[src/rtl/avalon_reg_pkg.sv]
// Shared types and bit positions for the Avalon-MM register bank.
// Imported by the bank top and by anything that decodes CTRL/STAT.
package avalon_reg_pkg;

  typedef enum logic [1:0] {
    IDLE = 2'd0,
    RUN  = 2'd1,
    DONE = 2'd2
  } state_t;

  localparam int CTRL_START_BIT = 0;
  localparam int CTRL_IE_BIT    = 1;

  localparam int STAT_DONE_BIT  = 0;
  localparam int STAT_BUSY_BIT  = 1;
  localparam int STAT_ERR_BIT   = 2;

endpackage

[src/rtl/byte_en_register.sv]
// DATA_W-wide register with async active-low clear, per-byte host writes
// and a full-width load port; a load takes priority over byte writes.
module byte_en_register #(
  parameter int DATA_W = 32
) (
  input  logic                clk,
  input  logic                rst_n,
  input  logic [DATA_W/8-1:0] byte_en,
  input  logic [DATA_W-1:0]   wdata,
  input  logic                load,
  input  logic [DATA_W-1:0]   load_data,
  output logic [DATA_W-1:0]   q
);

  always_ff @(posedge clk or negedge rst_n) begin
    if (!rst_n) begin
      q <= '0;
    end else if (load) begin
      q <= load_data;
    end else begin
      for (int b = 0; b < DATA_W/8; b++) begin
        if (byte_en[b]) q[b*8 +: 8] <= wdata[b*8 +: 8];
      end
    end
  end

endmodule

[src/rtl/avalon_reg_bank.sv]
// Avalon-MM slave register bank in front of a start/done compute core:
// operand registers, latched result registers, CTRL/STAT and an interrupt.
module avalon_reg_bank
  import avalon_reg_pkg::*;
#(
  parameter  int DATA_W   = 32,
  parameter  int NUM_REGS = 16,
  parameter  int RO_BASE  = 8,
  parameter  int RO_COUNT = 4,
  localparam int ADDR_W   = $clog2(NUM_REGS)
) (
  input  logic                       clk,
  input  logic                       reset_n,
  input  logic                       avl_read,
  input  logic                       avl_write,
  input  logic                       avl_cs,
  input  logic [DATA_W/8-1:0]        avl_byte_en,
  input  logic [ADDR_W-1:0]          avl_addr,
  input  logic [DATA_W-1:0]          avl_writedata,
  output logic [DATA_W-1:0]          avl_readdata,
  output logic                       avl_readdatavalid,
  output logic [RO_BASE*DATA_W-1:0]  core_operands,
  output logic                       core_start,
  input  logic                       core_done,
  input  logic [RO_COUNT*DATA_W-1:0] core_result,
  output logic                       irq,
  output logic [DATA_W-1:0]          export_data
);

  localparam int NB = DATA_W/8;
  localparam logic [ADDR_W-1:0] CTRL_ADDR = ADDR_W'(NUM_REGS-2);
  localparam logic [ADDR_W-1:0] STAT_ADDR = ADDR_W'(NUM_REGS-1);

  state_t state;
  logic ctrl_ie, stat_done, stat_err;

  logic [DATA_W-1:0] op_q  [RO_BASE];
  logic [NB-1:0]     op_be [RO_BASE];
  logic [DATA_W-1:0] res_q [RO_COUNT];

  logic wr_acc, rd_acc, op_wr, op_wr_ok, ctrl_wr, stat_wr;
  logic start_wr, done_w1c, err_w1c, done_evt, res_load, err_set;
  logic [DATA_W-1:0] rd_val;

  assign wr_acc   = avl_cs & avl_write;
  assign rd_acc   = avl_cs & avl_read;
  assign op_wr    = wr_acc && (int'(avl_addr) < RO_BASE);
  assign op_wr_ok = op_wr && (state != RUN);
  assign ctrl_wr  = wr_acc && (avl_addr == CTRL_ADDR) && avl_byte_en[0];
  assign stat_wr  = wr_acc && (avl_addr == STAT_ADDR) && avl_byte_en[0];
  assign start_wr = ctrl_wr && avl_writedata[CTRL_START_BIT];
  assign done_w1c = stat_wr && avl_writedata[STAT_DONE_BIT];
  assign err_w1c  = stat_wr && avl_writedata[STAT_ERR_BIT];
  assign done_evt = core_done && (state == RUN);
  assign res_load = done_evt;

  // Overrun start, operand write while the core is using operands, or a stray done.
  assign err_set = (start_wr && (state == RUN)) ||
                   (op_wr && (state == RUN)) ||
                   (core_done && (state != RUN));

  for (genvar i = 0; i < RO_BASE; i++) begin : g_op
    assign op_be[i] = (op_wr_ok && (avl_addr == ADDR_W'(i))) ? avl_byte_en : '0;

    byte_en_register #(.DATA_W(DATA_W)) u_op_reg (
      .clk      (clk),
      .rst_n    (reset_n),
      .byte_en  (op_be[i]),
      .wdata    (avl_writedata),
      .load     (1'b0),
      .load_data('0),
      .q        (op_q[i])
    );

    assign core_operands[i*DATA_W +: DATA_W] = op_q[i];
  end

  for (genvar j = 0; j < RO_COUNT; j++) begin : g_res
    byte_en_register #(.DATA_W(DATA_W)) u_res_reg (
      .clk      (clk),
      .rst_n    (reset_n),
      .byte_en  ('0),
      .wdata    ('0),
      .load     (res_load),
      .load_data(core_result[j*DATA_W +: DATA_W]),
      .q        (res_q[j])
    );
  end

  assign export_data = {op_q[0][DATA_W-1:DATA_W/2], op_q[RO_BASE-1][DATA_W/2-1:0]};

  always_comb begin
    rd_val = '0;
    for (int i = 0; i < RO_BASE; i++) begin
      if (avl_addr == ADDR_W'(i)) rd_val = op_q[i];
    end
    for (int j = 0; j < RO_COUNT; j++) begin
      if (avl_addr == ADDR_W'(RO_BASE + j)) rd_val = res_q[j];
    end
    if (avl_addr == CTRL_ADDR) begin
      rd_val[CTRL_IE_BIT] = ctrl_ie;
    end
    if (avl_addr == STAT_ADDR) begin
      rd_val[STAT_DONE_BIT] = stat_done;
      rd_val[STAT_BUSY_BIT] = (state == RUN);
      rd_val[STAT_ERR_BIT]  = stat_err;
    end
  end

  // Read data is sampled before this edge's write lands, so read+write returns the old value.
  always_ff @(posedge clk or negedge reset_n) begin
    if (!reset_n) begin
      avl_readdata      <= '0;
      avl_readdatavalid <= 1'b0;
    end else begin
      avl_readdatavalid <= rd_acc;
      if (rd_acc) avl_readdata <= rd_val;
    end
  end

  always_ff @(posedge clk or negedge reset_n) begin
    if (!reset_n) begin
      state      <= IDLE;
      core_start <= 1'b0;
      ctrl_ie    <= 1'b0;
      stat_done  <= 1'b0;
      stat_err   <= 1'b0;
      irq        <= 1'b0;
    end else begin
      core_start <= 1'b0;
      irq        <= stat_done & ctrl_ie;
      if (ctrl_wr) ctrl_ie <= avl_writedata[CTRL_IE_BIT];
      if (err_set) stat_err <= 1'b1;
      else if (err_w1c) stat_err <= 1'b0;

      case (state)
        IDLE: begin
          if (start_wr) begin
            state      <= RUN;
            core_start <= 1'b1;
          end
        end
        RUN: begin
          // A completing core beats both a done clear and an overrun start.
          if (done_evt) begin
            state     <= DONE;
            stat_done <= 1'b1;
          end
        end
        DONE: begin
          if (start_wr) begin
            state      <= RUN;
            core_start <= 1'b1;
            stat_done  <= 1'b0;
          end else if (done_w1c) begin
            state     <= IDLE;
            stat_done <= 1'b0;
          end
        end
        default: state <= IDLE;
      endcase
    end
  end

endmodule

[config.mk]
export PLATFORM = sky130hd
export DESIGN_NAME = avalon_reg_bank
export DESIGN_NICKNAME = d
export VERILOG_FILES = /design/src/rtl/avalon_reg_pkg.sv /design/src/rtl/byte_en_register.sv /design/src/rtl/avalon_reg_bank.sv
export SDC_FILE = /design/constraint.sdc
export NUM_CORES = 1
export LEC_CHECK = 0
export ABC_CLOCK_PERIOD_IN_PS = 5000
export CAP_MARGIN = 0
export CORE_MARGIN = 3
export CORE_UTILIZATION = 50
export CTS_CLUSTER_SIZE = 10
export DETAILED_ROUTE_END_ITERATION = 16
export PLACE_DENSITY = 0.78
export SLEW_MARGIN = 20
export SYNTH_ARGS = -nofsm -noshare
export SYNTH_HDL_FRONTEND = slang
export SYNTH_HIERARCHICAL = 1
export SYNTH_SLANG_ARGS = --single-unit
[constraint.sdc]
create_clock -name clk -period 5 [get_ports clk]
set_input_delay 0.75 -clock clk [delete_from_list [all_inputs] [get_ports clk]]
set_output_delay 0.75 -clock clk [all_outputs]
set_load 0.005 [all_outputs]
### Yosys cells after proc, flatten, opt, wreduce, memory -nomap -nowiden

Cells that the tools add are included.

* magnitude comparators: 1
* equality and inequality tests: 19
* mux-type cells: 35
* bitwise logic cells: 3
* reductions and logical operators: 30

Operator list (number)
* 32-bit 2-to-1 mux: 12
* 4-bit 2-to-1 mux: 8
* 4-bit equality test (second input constant): 6
* 1-bit logical AND: 21
* 4-bit by 3-bit equality test with 1-bit output (second input constant): 4
* 4-bit by 2-bit equality test with 1-bit output (second input constant): 2
* 1-bit 2-to-1 mux: 8
* 2-bit 2-to-1 mux: 4
* 2-bit one-hot mux with 3 select lines: 1
* 3-bit AND reduction: 2
* 4-bit by 1-bit equality test with 1-bit output (second input constant): 1
* 4-bit logical NOT: 1
* 4-bit less-than comparator (second input constant): 1
* 2-bit != test (second input constant): 2
* 2-bit nonzero test: 2
* 1-bit AND: 3
* 3-bit 2-to-1 mux: 1
* 3-bit != test (second input constant): 1
* 2-bit by 1-bit equality test with 1-bit output (second input constant): 1
* 2-bit equality test (second input constant): 1
* 2-bit logical NOT: 1
* 1-bit logical OR: 2
* 2-bit by 1-bit != test with 1-bit output (second input constant): 1
* 1-bit one-hot mux with 2 select lines: 1
* 2-bit OR reduction: 1

* bits in registers: 424
* bits of input ports: 174
* output and inout bits: 323
* logic and storage cells: 132

### Logic depth before layout (Yosys ltp)

* depth in word-level cells: 15
* depth in mapped cells: 9
* mapped depth without buffers: 7

### Modules after synthesis

Netlist, hierarchy kept.

By module, submodules not included
* byte_en_register: times used 12, cells an instance 139, area an instance 1639.1 µm², sequential area each 800.8 µm²
* avalon_reg_bank: times used 1, cells an instance 751, area an instance 5710.5 µm², sequential area each 1001.0 µm²

### Least setup slack after synthesis

No wires, ideal clock.

* path kind: input to register
* start point: input avl_addr[2]
* end point: register g_op[4].u_op_reg.q[16]
* library setup time: 0.119 ns
* data arrival time: 2.231 ns
* required time: 4.881 ns
* setup slack: 2.651 ns
* stages on the path: 9
* path buffers: 4
* cells stage by stage: buf_2 > nand2b_1 > clkbuf_1 > nor2_1 > clkbuf_1 > and3_1 > buf_4 > mux2i_1 > o21ai_2

RTL lines
* start: declaration: line avalon_reg_bank.sv:18 `input logic [ADDR_W-1:0] avl_addr,`
* end signal: assignment: line byte_en_register.sv:19 `q <= load_data;`
* end signal: indexed assignment: line byte_en_register.sv:22 `if (byte_en[b]) q[b*8 +: 8] <= wdata[b*8 +: 8];`
* end: declaration: line byte_en_register.sv:12 `output logic [DATA_W-1:0] q`

### Worst setup path after layout

* start point: input avl_addr[1]
* end point: register avl_readdata[14]

* longest elaborated chain between the ends: 13
* elaborated cells on any way between the ends: 24
* those cells by class: eq/ne (11); mux (12); reduce/logical (1)

RTL lines
* 4-bit logical NOT: line avalon_reg_bank.sv:95 `if (avl_addr == ADDR_W'(i)) rd_val = op_q[i];`
* 32-bit 2-to-1 mux (8 in series): line avalon_reg_bank.sv:95
* 32-bit 2-to-1 mux (3 in series): line avalon_reg_bank.sv:98 `if (avl_addr == ADDR_W'(RO_BASE + j)) rd_val = res_q[j];`
* 32-bit 2-to-1 mux (*): line avalon_reg_bank.sv:98
* end signal: assignment: line avalon_reg_bank.sv:117 `if (rd_acc) avl_readdata <= rd_val;`
* end: declaration: line avalon_reg_bank.sv:20 `output logic [DATA_W-1:0] avl_readdata,`

Every way passes the cells marked *; elsewhere a longest branch is shown, timed or not.
A chain may end at the register's enable or synchronous reset.

==> results.ini <==
[clocking]
cts_max_path_buffers = 3
cts_resized = 0
hold_buffers = 0
insertion_delay_ns = 0.59
cts_max_level = 2
clockRootBuffer = clkbuf_16
cts_setup_buffers = 0
cts_tree = yes
cts.sinks = 424
cts_buffers = 50
clkTransAtPathRegs_ns = 0.06

[routing]
dr.pass1.iters = 5
drc = 0
drt_iter0_drc = 2548
vias = 22062
routed_via_density = 5.73
wl_um = 97400
ant_nets = 0
post_drt_wl_per_cell_um = 25.3

[floorplan]
ios = 497
rows = 81
die_area_sq_um = 53500
initial_core_util_pct = 51.2
die_y_um = 231
die_width_um = 231
core_region_area_sq_um = 49600

[critical_path]
crit_path_end_kind = flop
ff2ff_setup_slack_ns = 2.16
required_ns = 5.52
worstSetupPathType = in2reg
critPathArrivalTime_ns = 4.23
path_max_fanout = 32
critPathLaunchType = input port

[yosys]
synth_ff_type = dfrtp_1
synth_fa_ha_area_share_pct = 0
postSynthAreaPerCell_sq_um = 10.5
synth_xor_xnor_area_share_pct = 0
muxShareOfSynthArea_pct = 19.0
async_flop_share_pct = 100
synth_warnings = 6
synth-seq-cells = 424
synth_edf_count = 0
yosys.area.top_type = dfrtp_1
ys_top_cells_by_count = dfrtp_1 (424), nand2_1 (419), mux2i_1 (403)
synth_top_cell_area_share_pct = 41.8
ys_seq_area_share_pct = 41.8
synth_cell_types = 67
synth-compound-area-share_pct = 20.7
post-synth-top-count-cell = dfrtp_1
synthCells = 2419
netlist_area_sq_um = 25400
synth-simple-area-share_pct = 10.4
synth_top_family_by_area = compound AO/OA/AOI/OAI gates
netlist_top_cells_area = dfrtp_1 (42%), mux2i_1 (16%), o21ai_2 (13%)

[job]
maxCapViolCount = 0

[sta]
setup_violations = 0
rsz0062_at_grt = no
drv_slew = 0
finalHoldViolations = 0
fin_hold_ws_ns = 0.204
fmax_mhz = 270
setup_tns_ns = 0
max_slew_margin_pct = 28.9
finalCritPeriodShare_pct = 74.2
fin_skew_ns = 0.00813
worstMarginPinSlew_ns = 1.06
finalCriticalPeriod_ns = 3.71

[placement]
place_congestion = 0.937
hpwl_um = 70700
portBuffers = 496

[final_layout]
fillCellCount = 3953
multiInputGateArea_sq_um = 14300
seq_area_sq_um = 10600
area_delta_synth_final_pct = 27.5
finalNetCount = 3338
drive_gt1_share_pct = 17.5

[power]
vdd_ir_drop_max_mv = 0.232
p_per_area_nw_per_um2 = 295
p_leak_nw = 12.9

[grt]
antenna_found_initial = 1
grt_pass1_wl_um = 143000
grt_max_degree = 133
overflow = 0
grt_pass1_vias = 21598
grt_usage_pct = 35.5

[min_path]
hold_class = in2async

[run_status]
status = complete, no violations

per-stage QoR:
| step | instance area (sq um) | setup slack [ns] | power, mW | util [%] | instances |
|---|---|---|---|---|---|
| 2_1_floorplan | 26900 | 2.65 | 5.11 | - | 2826 |
| 3_3_place_gp | 30900 | 0.914 | 6.15 | 62.5 | 3776 |
| 3_5_place_dp | 31000 | 0.862 | 6.20 | 62.5 | 3776 |
| 4_1_cts | 32400 | 1.49 | 9.53 | 65.3 | 3849 |
| 5_1_grt | 32400 | 1.29 | 9.89 | 65.3 | 3850 |
| 6_report | 32400 | 1.29 | 9.56 | 65.3 | 3850 |
cells by family after synthesis:
kind of cell,Yosys count
AOI/OAI and AO/OA,677
and+or+nand+nor,621
muxes,450
DFF,424
buffers and inverters,246
other,1
final cells by class:
| cell class | count | area share [%] |
|---|---|---|
| timing repair buffer | 524 | 16.2 |
| tap | 664 | 2.57 |
| antenna | 1 | 0.00773 |
| inverter | 8 | 0.0928 |
| clock buffer | 71 | 4.27 |
| clock inverter | 2 | 0.0425 |
| sequential | 424 | 32.8 |
| multi-input combinational | 2156 | 44.1 |
worst max-delay path, cell delays in order:
cell	delay, ns
buf_4	0.43
buf_4	0.41
buf_4	0.50
and3b_1	0.78
a21oi_1	0.15
o32a_1	0.27
a211oi_1	0.66
o31a_1	0.23
registers in the layout, summed over array words and instances (netlist names):
register           cells
avl_readdata          32
avl_readdatavalid      1
core_start             1
ctrl_ie                1
g_op.u_op_reg/q      256
g_res.u_res_reg/q    128
irq                    1
stat_done              1
stat_err               1
state                  2
placed cells by master (no fill, tap or decap), types with 17 or more instances in the layout:
cell             netlist  routed
a21oi_1               89      89
clkbuf_1              19      17
o21ai_0               72      72
buf_4                 88      25
mux2_2                26      26
o22ai_1               17      17
o21ai_2              385     385
mux2i_1              403     403
and3_1                31      30
a211oi_1              17      17
clkbuf_16              0      51
nor3_1                22      22
nor2_1                76      76
nand2_2               24      24
conb_1                 1     408
dfrtp_1              424     424
clkdlybuf4s50_1        0     491
nand2_1              419     419
a22oi_1               18      18
power breakdown:
group	switching (mW)	internal, mW
Sequential	0.376	3.77
Combinational	1.07	1.01
Clock	1.44	1.88
metal layers:
| metal | vias up | track usage (%) | wire, um |
|---|---|---|---|
| li1 | 9745 | - | - |
| met1 | 10854 | 48.5 | 39600 |
| met2 | 1264 | 55.3 | 44300 |
| met3 | 199 | 8.59 | 9650 |
| met4 | 0 | 12.6 | 3820 |
| met5 | - | 0 | 0 |
path summary, 6_finish.rpt:
kind	startpoint	end	cells past startpoint
worst min register to register	avl_readdata[1]	avl_readdata[1]	1
worst max-delay path	avl_addr[1]	avl_readdata[14]	8
worst min-delay path	reset_n	g_res[0].u_res_reg/q[8]	1
max in group asynchronous	reset_n	avl_readdata[8]	2
min in group clk	avl_readdata[1]	avl_readdata[1]	1
worst max register to register	state[1]	g_op[4].u_op_reg/q[8]	7
No activity file was read; power rests on OpenSTA's default activity.
